--- src/rtl/bus_console.sv ---
// ---------------------------------------------------------------------------
// bus_console
//
// Memory-mapped console for a simulated 8-bit CPU. It occupies an 8-byte
// register window at BASE_ADDR and provides:
//   - a TX byte FIFO that the CPU fills through DATA and a sink drains
//   - a sticky "program finished" flag with an exit code (HALT register)
//   - a free-running 16-bit cycle counter, readable as CYCLO / CYCHI
//     (reading CYCLO snapshots the high byte so CYCHI is coherent)
//   - optional interrupt on "TX FIFO drained", built only when the macro
//     BUS_CONSOLE_IRQ_EN is defined (default build: no interrupt logic)
//
// Register map (offset = i_ab[2:0]):
//   0 DATA   W: push byte          R: 00
//   1 STATUS R: {done,3'b0,overflow,irq_pend,empty,full}
//            W: bit3=1 clears overflow, bit2=1 clears irq_pend
//   2 CTRL   bit0 = irq enable (BUS_CONSOLE_IRQ_EN only, else reads 00)
//   3 HALT   W: first write sets done and exit code   R: exit code
//   4 CYCLO  R: live counter low byte, latches high byte into shadow
//   5 CYCHI  R: shadow high byte
//   6-7      reserved, read 00, writes ignored
//
// Ports:
//   clk_1mhz    bus clock, all state on the rising edge
//   rst_x       asynchronous active-low reset
//   i_ab/i_rw/i_db  CPU address, direction (1 = read), write data
//   o_db/o_db_oe    read data (combinational) and its output enable
//   o_irq_x     active-low interrupt request
//   o_tx_data/o_tx_valid/i_tx_ready  TX stream to the sink
//   o_done/o_code   program-finished flag and exit code
//
// TX handshake: a byte transfers on a rising edge where o_tx_valid and
// i_tx_ready are both high; o_tx_valid never depends on i_tx_ready, and
// o_tx_data holds the oldest byte for as long as o_tx_valid is high.
// ---------------------------------------------------------------------------
module bus_console #(
  parameter logic [15:0] BASE_ADDR  = 16'hF000,
  parameter int          FIFO_DEPTH = 8
) (
  input  logic        clk_1mhz,
  input  logic        rst_x,
  input  logic [15:0] i_ab,
  input  logic        i_rw,
  input  logic [7:0]  i_db,
  output logic [7:0]  o_db,
  output logic        o_db_oe,
  output logic        o_irq_x,
  output logic [7:0]  o_tx_data,
  output logic        o_tx_valid,
  input  logic        i_tx_ready,
  output logic        o_done,
  output logic [7:0]  o_code
);

  localparam int PTR_W = $clog2(FIFO_DEPTH);
  localparam int CNT_W = $clog2(FIFO_DEPTH + 1);
  localparam logic [CNT_W-1:0] DEPTH_C = CNT_W'(FIFO_DEPTH);

  localparam logic [2:0] OFF_DATA   = 3'd0;
  localparam logic [2:0] OFF_STATUS = 3'd1;
  localparam logic [2:0] OFF_CTRL   = 3'd2;
  localparam logic [2:0] OFF_HALT   = 3'd3;
  localparam logic [2:0] OFF_CYCLO  = 3'd4;
  localparam logic [2:0] OFF_CYCHI  = 3'd5;

  // Bus decode
  logic       sel;
  logic [2:0] off;
  logic       wr_en;
  logic       rd_en;

  assign sel   = (i_ab[15:3] == BASE_ADDR[15:3]);
  assign off   = i_ab[2:0];
  assign wr_en = sel && !i_rw;
  assign rd_en = sel && i_rw;

  // State
  logic [7:0]       mem_q [FIFO_DEPTH];
  logic [PTR_W-1:0] wr_ptr_q, wr_ptr_d;
  logic [PTR_W-1:0] rd_ptr_q, rd_ptr_d;
  logic [CNT_W-1:0] count_q, count_d;
  logic             ovf_q, ovf_d;
  logic             done_q, done_d;
  logic [7:0]       code_q, code_d;
  logic [15:0]      cyc_q, cyc_d;
  logic [7:0]       shadow_q, shadow_d;
  logic             irq_pend;

  // FIFO control
  logic full;
  logic empty;
  logic push_req;
  logic push;
  logic pop;

  assign full     = (count_q == DEPTH_C);
  assign empty    = (count_q == '0);
  assign push_req = wr_en && (off == OFF_DATA) && !done_q;
  assign pop      = !empty && i_tx_ready;
  // A pop on the same edge frees the slot, so a full FIFO still accepts.
  assign push     = push_req && (!full || pop);

  always_comb begin
    wr_ptr_d = wr_ptr_q;
    rd_ptr_d = rd_ptr_q;
    count_d  = count_q;
    ovf_d    = ovf_q;
    done_d   = done_q;
    code_d   = code_q;
    cyc_d    = cyc_q + 16'd1;
    shadow_d = shadow_q;

    if (push) begin
      wr_ptr_d = wr_ptr_q + PTR_W'(1);
    end
    if (pop) begin
      rd_ptr_d = rd_ptr_q + PTR_W'(1);
    end
    if (push && !pop) begin
      count_d = count_q + CNT_W'(1);
    end else if (pop && !push) begin
      count_d = count_q - CNT_W'(1);
    end

    if (wr_en && (off == OFF_STATUS) && i_db[3]) begin
      ovf_d = 1'b0;
    end
    if (push_req && full && !pop) begin
      ovf_d = 1'b1;
    end

    if (wr_en && (off == OFF_HALT) && !done_q) begin
      done_d = 1'b1;
      code_d = i_db;
    end

    if (rd_en && (off == OFF_CYCLO)) begin
      shadow_d = cyc_q[15:8];
    end
  end

  always_ff @(posedge clk_1mhz or negedge rst_x) begin
    if (!rst_x) begin
      wr_ptr_q <= '0;
      rd_ptr_q <= '0;
      count_q  <= '0;
      ovf_q    <= 1'b0;
      done_q   <= 1'b0;
      code_q   <= 8'h00;
      cyc_q    <= 16'h0000;
      shadow_q <= 8'h00;
    end else begin
      wr_ptr_q <= wr_ptr_d;
      rd_ptr_q <= rd_ptr_d;
      count_q  <= count_d;
      ovf_q    <= ovf_d;
      done_q   <= done_d;
      code_q   <= code_d;
      cyc_q    <= cyc_d;
      shadow_q <= shadow_d;
    end
  end

  // Storage carries no reset: pointers and count define what is valid.
  always_ff @(posedge clk_1mhz) begin
    if (push) begin
      mem_q[wr_ptr_q] <= i_db;
    end
  end

  // Optional interrupt
  logic [7:0] ctrl_rd;

`ifdef BUS_CONSOLE_IRQ_EN
  logic ctrl_q, ctrl_d;
  logic irq_pend_q, irq_pend_d;

  always_comb begin
    ctrl_d     = ctrl_q;
    irq_pend_d = irq_pend_q;
    if (wr_en && (off == OFF_CTRL)) begin
      ctrl_d = i_db[0];
    end
    if (wr_en && (off == OFF_STATUS) && i_db[2]) begin
      irq_pend_d = 1'b0;
    end
    // Last byte leaves and nothing arrives on the same edge: FIFO drained.
    if (pop && !push && (count_q == CNT_W'(1))) begin
      irq_pend_d = 1'b1;
    end
  end

  always_ff @(posedge clk_1mhz or negedge rst_x) begin
    if (!rst_x) begin
      ctrl_q     <= 1'b0;
      irq_pend_q <= 1'b0;
    end else begin
      ctrl_q     <= ctrl_d;
      irq_pend_q <= irq_pend_d;
    end
  end

  assign irq_pend = irq_pend_q;
  assign ctrl_rd  = {7'b0, ctrl_q};
  assign o_irq_x  = !(ctrl_q && irq_pend_q);
`else
  assign irq_pend = 1'b0;
  assign ctrl_rd  = 8'h00;
  assign o_irq_x  = 1'b1;
`endif

  // Read mux
  logic [7:0] rd_data;

  always_comb begin
    rd_data = 8'h00;
    case (off)
      OFF_STATUS: rd_data = {done_q, 3'b000, ovf_q, irq_pend, empty, full};
      OFF_CTRL:   rd_data = ctrl_rd;
      OFF_HALT:   rd_data = code_q;
      OFF_CYCLO:  rd_data = cyc_q[7:0];
      OFF_CYCHI:  rd_data = shadow_q;
      default:    rd_data = 8'h00;
    endcase
  end

  assign o_db       = sel ? rd_data : 8'h00;
  assign o_db_oe    = rd_en;
  assign o_tx_data  = mem_q[rd_ptr_q];
  assign o_tx_valid = !empty;
  assign o_done     = done_q;
  assign o_code     = code_q;

endmodule

--- config.mk ---
export PLATFORM = sky130hd
export DESIGN_NAME = bus_console
export DESIGN_NICKNAME = d
export VERILOG_FILES = /design/src/rtl/bus_console.sv
export SDC_FILE = /design/constraint.sdc
export NUM_CORES = 1
export LEC_CHECK = 0
export ABC_CLOCK_PERIOD_IN_PS = 3250
export BUFFER_PORTS_ARGS = -buffer_cell sky130_fd_sc_hd__buf_2
export CORE_ASPECT_RATIO = 1.1
export CORE_MARGIN = 2
export CORE_UTILIZATION = 44
export CTS_BUF_LIST = sky130_fd_sc_hd__clkbuf_4 sky130_fd_sc_hd__clkbuf_8
export CTS_CLUSTER_SIZE = 16
export DETAILED_ROUTE_END_ITERATION = 6
export PLACE_DENSITY = 0.61
export SLEW_MARGIN = 20
export SYNTH_ARGS = -nofsm -noshare
export SYNTH_HDL_FRONTEND = slang
export SYNTH_SLANG_ARGS = --single-unit
--- constraint.sdc ---
create_clock -name clk_1mhz -period 3.25 [get_ports clk_1mhz]
set_input_delay 0.325 -clock clk_1mhz [delete_from_list [all_inputs] [get_ports clk_1mhz]]
set_output_delay 0.325 -clock clk_1mhz [all_outputs]
set_load 0.05 [all_outputs]
Word level (Yosys, flattened, before mapping)
Memory sizes are Yosys's and may differ from the RTL's.
Cells that the tools add are included.
{"block": "word_totals", "register_bits": 44, "n_memories": 1, "output_inout_bits": 28, "in_bits": 28, "elab_cells": 54, "ram_bits": 64}
{"block": "classes", "n_reduce_logical": 26, "add_sub_neg": 5, "muxes": 8, "eq_ne": 6}
{"memory": "mem_q", "words": 8, "word_bits": 8, "read_ports": 1, "rd_ports_with_merged_regs": 0, "write_ports": 1, "line": "78", "text": "logic [7:0] mem_q [FIFO_DEPTH];"}
{"op": "$pmux 8 s4", "n": 1}
{"op": "$add 16x1->16 const B", "n": 1}
{"op": "$logic_and 1x1->1", "n": 15}
{"op": "$eq 13x13->1 const B", "n": 1}
{"op": "$mux 4", "n": 2}
{"op": "$mux 8", "n": 1}
{"op": "$add 3x1->3 const B", "n": 2}
{"op": "$eq 3x3->1 const B", "n": 2}
{"op": "$logic_not 1->1", "n": 6}
{"op": "$add 4x1->4 const B", "n": 1}
{"op": "$eq 4x4->1 const B", "n": 1}
{"op": "$logic_not 4->1", "n": 1}
{"op": "$mux 1", "n": 4}
{"op": "$reduce_bool 2->1", "n": 2}
{"op": "$sub 4x1->4 const B", "n": 1}
{"op": "$eq 3x1->1 const B", "n": 1}
{"op": "$eq 3x2->1 const B", "n": 1}
{"op": "$logic_not 3->1", "n": 1}
{"op": "$logic_or 1x1->1", "n": 1}

Depth between registers and ports, before layout
{"block": "logic_depth", "ltp_word": 9, "mapped_depth": 11, "depth_no_buf": 10}

Worst setup path before layout
OpenSTA, ideal clock, no wires.
{"block": "synth_timing", "kind": "reg2reg", "start": "reg count_q[2]", "end": "reg count_q[3]", "path_slack_ps": 450, "setup_ps": 136, "path_stages_with_launch": 9, "period_less_slack_ps": 2800, "arrival_ps": 2664, "path_cell_list": "dfrtp_1 or4_1 nand2_1 ha_1 inv_1 ha_1 a21o_1 a2111oi_0 o31ai_1"}
{"block": "synth_between", "elab_chain_len": 8}
{"element": "start, declared", "line": "81", "text": "logic [CNT_W-1:0] count_q, count_d;"}
{"element": "start signal, assigned", "line": "155", "text": "count_q <= count_d;"}
{"element": "$logic_not 4->1 (*)", "line": "97", "text": "assign empty = (count_q == '0);"}
{"element": "$logic_not 1->1 (*)"}
{"element": "via o_tx_valid", "line": "49", "text": "output logic o_tx_valid,"}
{"element": "$logic_and 1x1->1 (*)", "line": "99", "text": "assign pop = !empty && i_tx_ready;"}
{"element": "$logic_or 1x1->1", "line": "101", "text": "assign push = push_req && (!full || pop);"}
{"element": "$logic_and 1x1->1", "line": "101"}
{"element": "$logic_not 1->1", "line": "121", "text": "end else if (pop && !push) begin"}
{"element": "$logic_and 1x1->1", "line": "121"}
{"element": "$reduce_bool 2->1 (no source line)"}
Mark *: on every way through the listed nets, which the timed path passes. The rest lies on a longest branch. The select of a mux whose other input is x is not followed.
A chain may end at the register's enable or synchronous reset.

Worst setup path after layout
{"block": "layout_timing", "start": "reg count_q[3]", "end": "reg count_q[3]"}
{"block": "layout_between", "elab_chain_len": 8}
{"element": "$logic_not 4->1", "line": "97"}
{"element": "$logic_not 1->1", "line": "99"}
{"element": "$logic_and 1x1->1", "line": "99"}
{"element": "$logic_or 1x1->1 (*)", "line": "101"}
{"element": "$logic_and 1x1->1 (*)", "line": "101"}
{"element": "via push", "line": "93", "text": "logic push;"}
{"element": "$logic_not 1->1", "line": "121"}
{"element": "$logic_and 1x1->1", "line": "121"}
{"element": "$reduce_bool 2->1 (no source line)"}
Marked as above.

==> run summary <==
Util after Layout: 52.3%
Die ar.: 0.0115 mm²
Clock Sinks: 108
Slew @ Worst Pin: 848 ps
PD cells: 639 mW/mm²
CTS Buf Count: 9
crit start category: register
Fmax achieved: 356 MHz
DRT Pass-1 Iters: 4
RSZ-0062 raised after global routing: false
Critical Path AT: 3060 ps
Clock transition at path regs: 110 ps
all-layer global routing usage: 17.5%
first-pass GRT wire length: 15100 µm
Placer Congestion: 0.818
Pleak: 2.16 nW
layout cells sized above 1: 34.3%
post-DP HPWL: 6350 µm
H-tree levels: 3
Register-to-Register Path Depth: 10
final setup fails: 0
pin count of the biggest net entering global routing: 45
Area after DPL: 0.00521 mm²
worst r2r src: count_q[3]$_DFFE_PN0P_
Synth cell types: 46
Filler Cell Count: 905
core area: 0.0104 mm²
CTS resizes: 0
final instance area: 0.00544 mm²
cells along the critical path: nor4b_1, buf_4, a211oi_2, and2_4, ha_1, inv_1, ha_1, a21o_1, a2111oi_0, o31ai_1
Chip Height: 112 µm
GRT overflow: 0
part of the cycle the worst path needs: 86.5%
Via Count: 2778
TNS Setup: 0 ps
Setup Skew: 21.3 ps
worst-case clock buffer depth: 2
Max IR drop VDD: 304 µV
synthesized area: 0.00471 mm²
WL/cell: 18.0 µm
CTS root buf: clkbuf_8
Slew HR: 43.5%
ant diodes: 0
Final Critical Period: 2810 ps
vias per inst: 5.32
Max-Cap Viols: 0
Seq/Total Area, Yosys: 64.2%
Worst Path Max Fanout: 5
delay-heaviest family, CP: compound AO/OA/AOI/OAI gates
Fin Hold WS: 245 ps
most used cell, CP: ha_1
crit end category: register
initial antenna violation count: 0
number of routed nets with antenna violations: 0
Rows: 39
CTS tree: done
critical path required time: 3500 ps
initial DRC count: 159
hold_sp: i_tx_ready
Hold Path Sink: rd_ptr_q[2]$_DFFE_PN0N_
Mapped Cells: 306
Worst Hold Depth: 3
syn avg cell area: 15.4 µm²
Synthesis Warnings: 0
asr flop ratio synth: 40.7%
I/O pin total: 56
starting density of the core: 45.3%
Multi-input gate area: 0.00161 mm²
Yosys reg bits: 108
setup slack, reg-to-reg: 440 ps
Design Power: 3.48 mW
die width: 103 µm
status: complete, no violations
reg-to-reg endpoint: count_q[3]$_DFFE_PN0P_
Slowest cell on crit path: dfrtp_1
number of buffers added on ports: 54
CP peak stage delay: 440 ps
routed wire length: 9390 µm
Final Hold Fails: 0
Synthesized Nets: 341
vias in the first global route: 2842
Clock Latency Late Sink: 370 ps
number of nets in the layout: 409
DRC viols: 0
Top FF cell, synth: edfxtp_1
Slew Limit Fails: 0
worst hold path type: in2reg
Worst Path Buf+Inv: 2
Post-synth EDFFs: 64
kind of critical path: reg2reg
area grow syn2layout: 15.5%
Seq. cell area: 0.00302 mm²
==> layout make-up <==
cell class              count  share of cell area, %
clock inverters             6                   1.56
flip-flops and latches    108                   55.6
well taps                 143                   3.29
clock buffers              10                   2.42
repair buffers             70                   7.27
multi-input cells         182                   29.7
inverters                   3                  0.207
==> timing repair <==
item	4_1_cts	5_1_grt
setup endpoints to repair	0	0
hold buffers	0	1
hold endpoints to repair	0	38
buffers inserted	0	0
==> per-layer routing <==
metal  track usage, %  wire length (µm)  vias to the layer above
li1                 -                 -                     1299
met1             25.6              4490                     1391
met2             26.3              4400                       73
met3             2.99               356                       15
met4             6.40               147                        0
met5                0                 0                        -
==> worst reg2reg max path, stage by stage (launching register included) <==
cell       delay (ps)
dfrtp_1           440
nor4b_1           160
buf_4             150
a211oi_2          320
and2_4            220
ha_1              210
inv_1             130
ha_1              300
a21o_1            180
a2111oi_0         430
o31ai_1           140
==> where the power goes <==
group / leakage, nW / switching [mW] / internal, mW / total, mW
logic: 0.892 / 0.557 / 0.418 / 0.976
clock network: 0.110 / 0.446 / 0.444 / 0.890
registers: 1.16 / 0.114 / 1.50 / 1.61
total: 2.16 / 1.12 / 2.36 / 3.48
==> worst max-delay path by stage <==
| stage | start | end | slack (ps) | cells after the start |
|---|---|---|---|---|
| finish | count_q[3]$_DFFE_PN0P_ | count_q[3]$_DFFE_PN0P_ | 440 | 10 |
| global route | count_q[3]$_DFFE_PN0P_ | count_q[3]$_DFFE_PN0P_ | 250 | 10 |
| CTS | count_q[3]$_DFFE_PN0P_ | count_q[3]$_DFFE_PN0P_ | 430 | 10 |
| detailed placement | i_rw | count_q[3]$_DFFE_PN0P_ | 200 | 10 |
| global placement | i_rw | count_q[3]$_DFFE_PN0P_ | 340 | 10 |
| floorplan | count_q[2]$_DFFE_PN0P_ | count_q[3]$_DFFE_PN0P_ | 450 | 8 |
==> synth_stat cells (all sizes together) (7+ instances only) <==
cell    number  area [µm²]
xnor2       17         149
nor3         7        35.0
o21ai        8        40.0
edfxtp      64        1920
dfrtp       44        1100
mux4        16         360
mux2        27         304
nor2        16        60.1
buf          7        37.5
nand2       10        37.5
nand3       10        55.1
==> cell usage in the layout, fill, tap and decap left out, types with 7 or more instances in the layout <==
cell type,count
dfrtp_1,44
clkbuf_8,9
buf_4,16
xnor2_1,17
nor3_1,7
nand3_1,9
edfxtp_1,64
nand2_1,10
buf_2,53
o21ai_0,7
nor2_1,16
mux2_2,26
mux4_2,16
==> registers in the layout (all words and copies together) (netlist names) <==
signal / cells
shadow_q: 8
wr_ptr_q: 3
ovf_q: 1
mem_q: 64
o_done: 1
count_q: 4
rd_ptr_q: 3
cyc_q: 16
o_code: 8
==> metrics by stage <==
step           setup WS, ps  cells
2_1_floorplan           450    306
3_3_place_gp            340    505
3_5_place_dp            202    505
4_1_cts                 431    521
5_1_grt                 250    522
6_report                438    522
==> logic make-up (layout without fill, tap and decap cells) <==
logic type | count (synthesis) | count (layout) | share of synthesized area, %
mux | 46 | 46 | 14.7
other cells | 1 | 1 | 0.0796
compound gates | 29 | 29 | 4.17
simple gates | 79 | 79 | 9.54
flops | 108 | 108 | 64.2
fa+ha+maj | 7 | 7 | 2.02
xor+xnor | 20 | 20 | 3.72
buf+inv | 16 | 89 | 1.51
(Power assumes the default switching activity.)
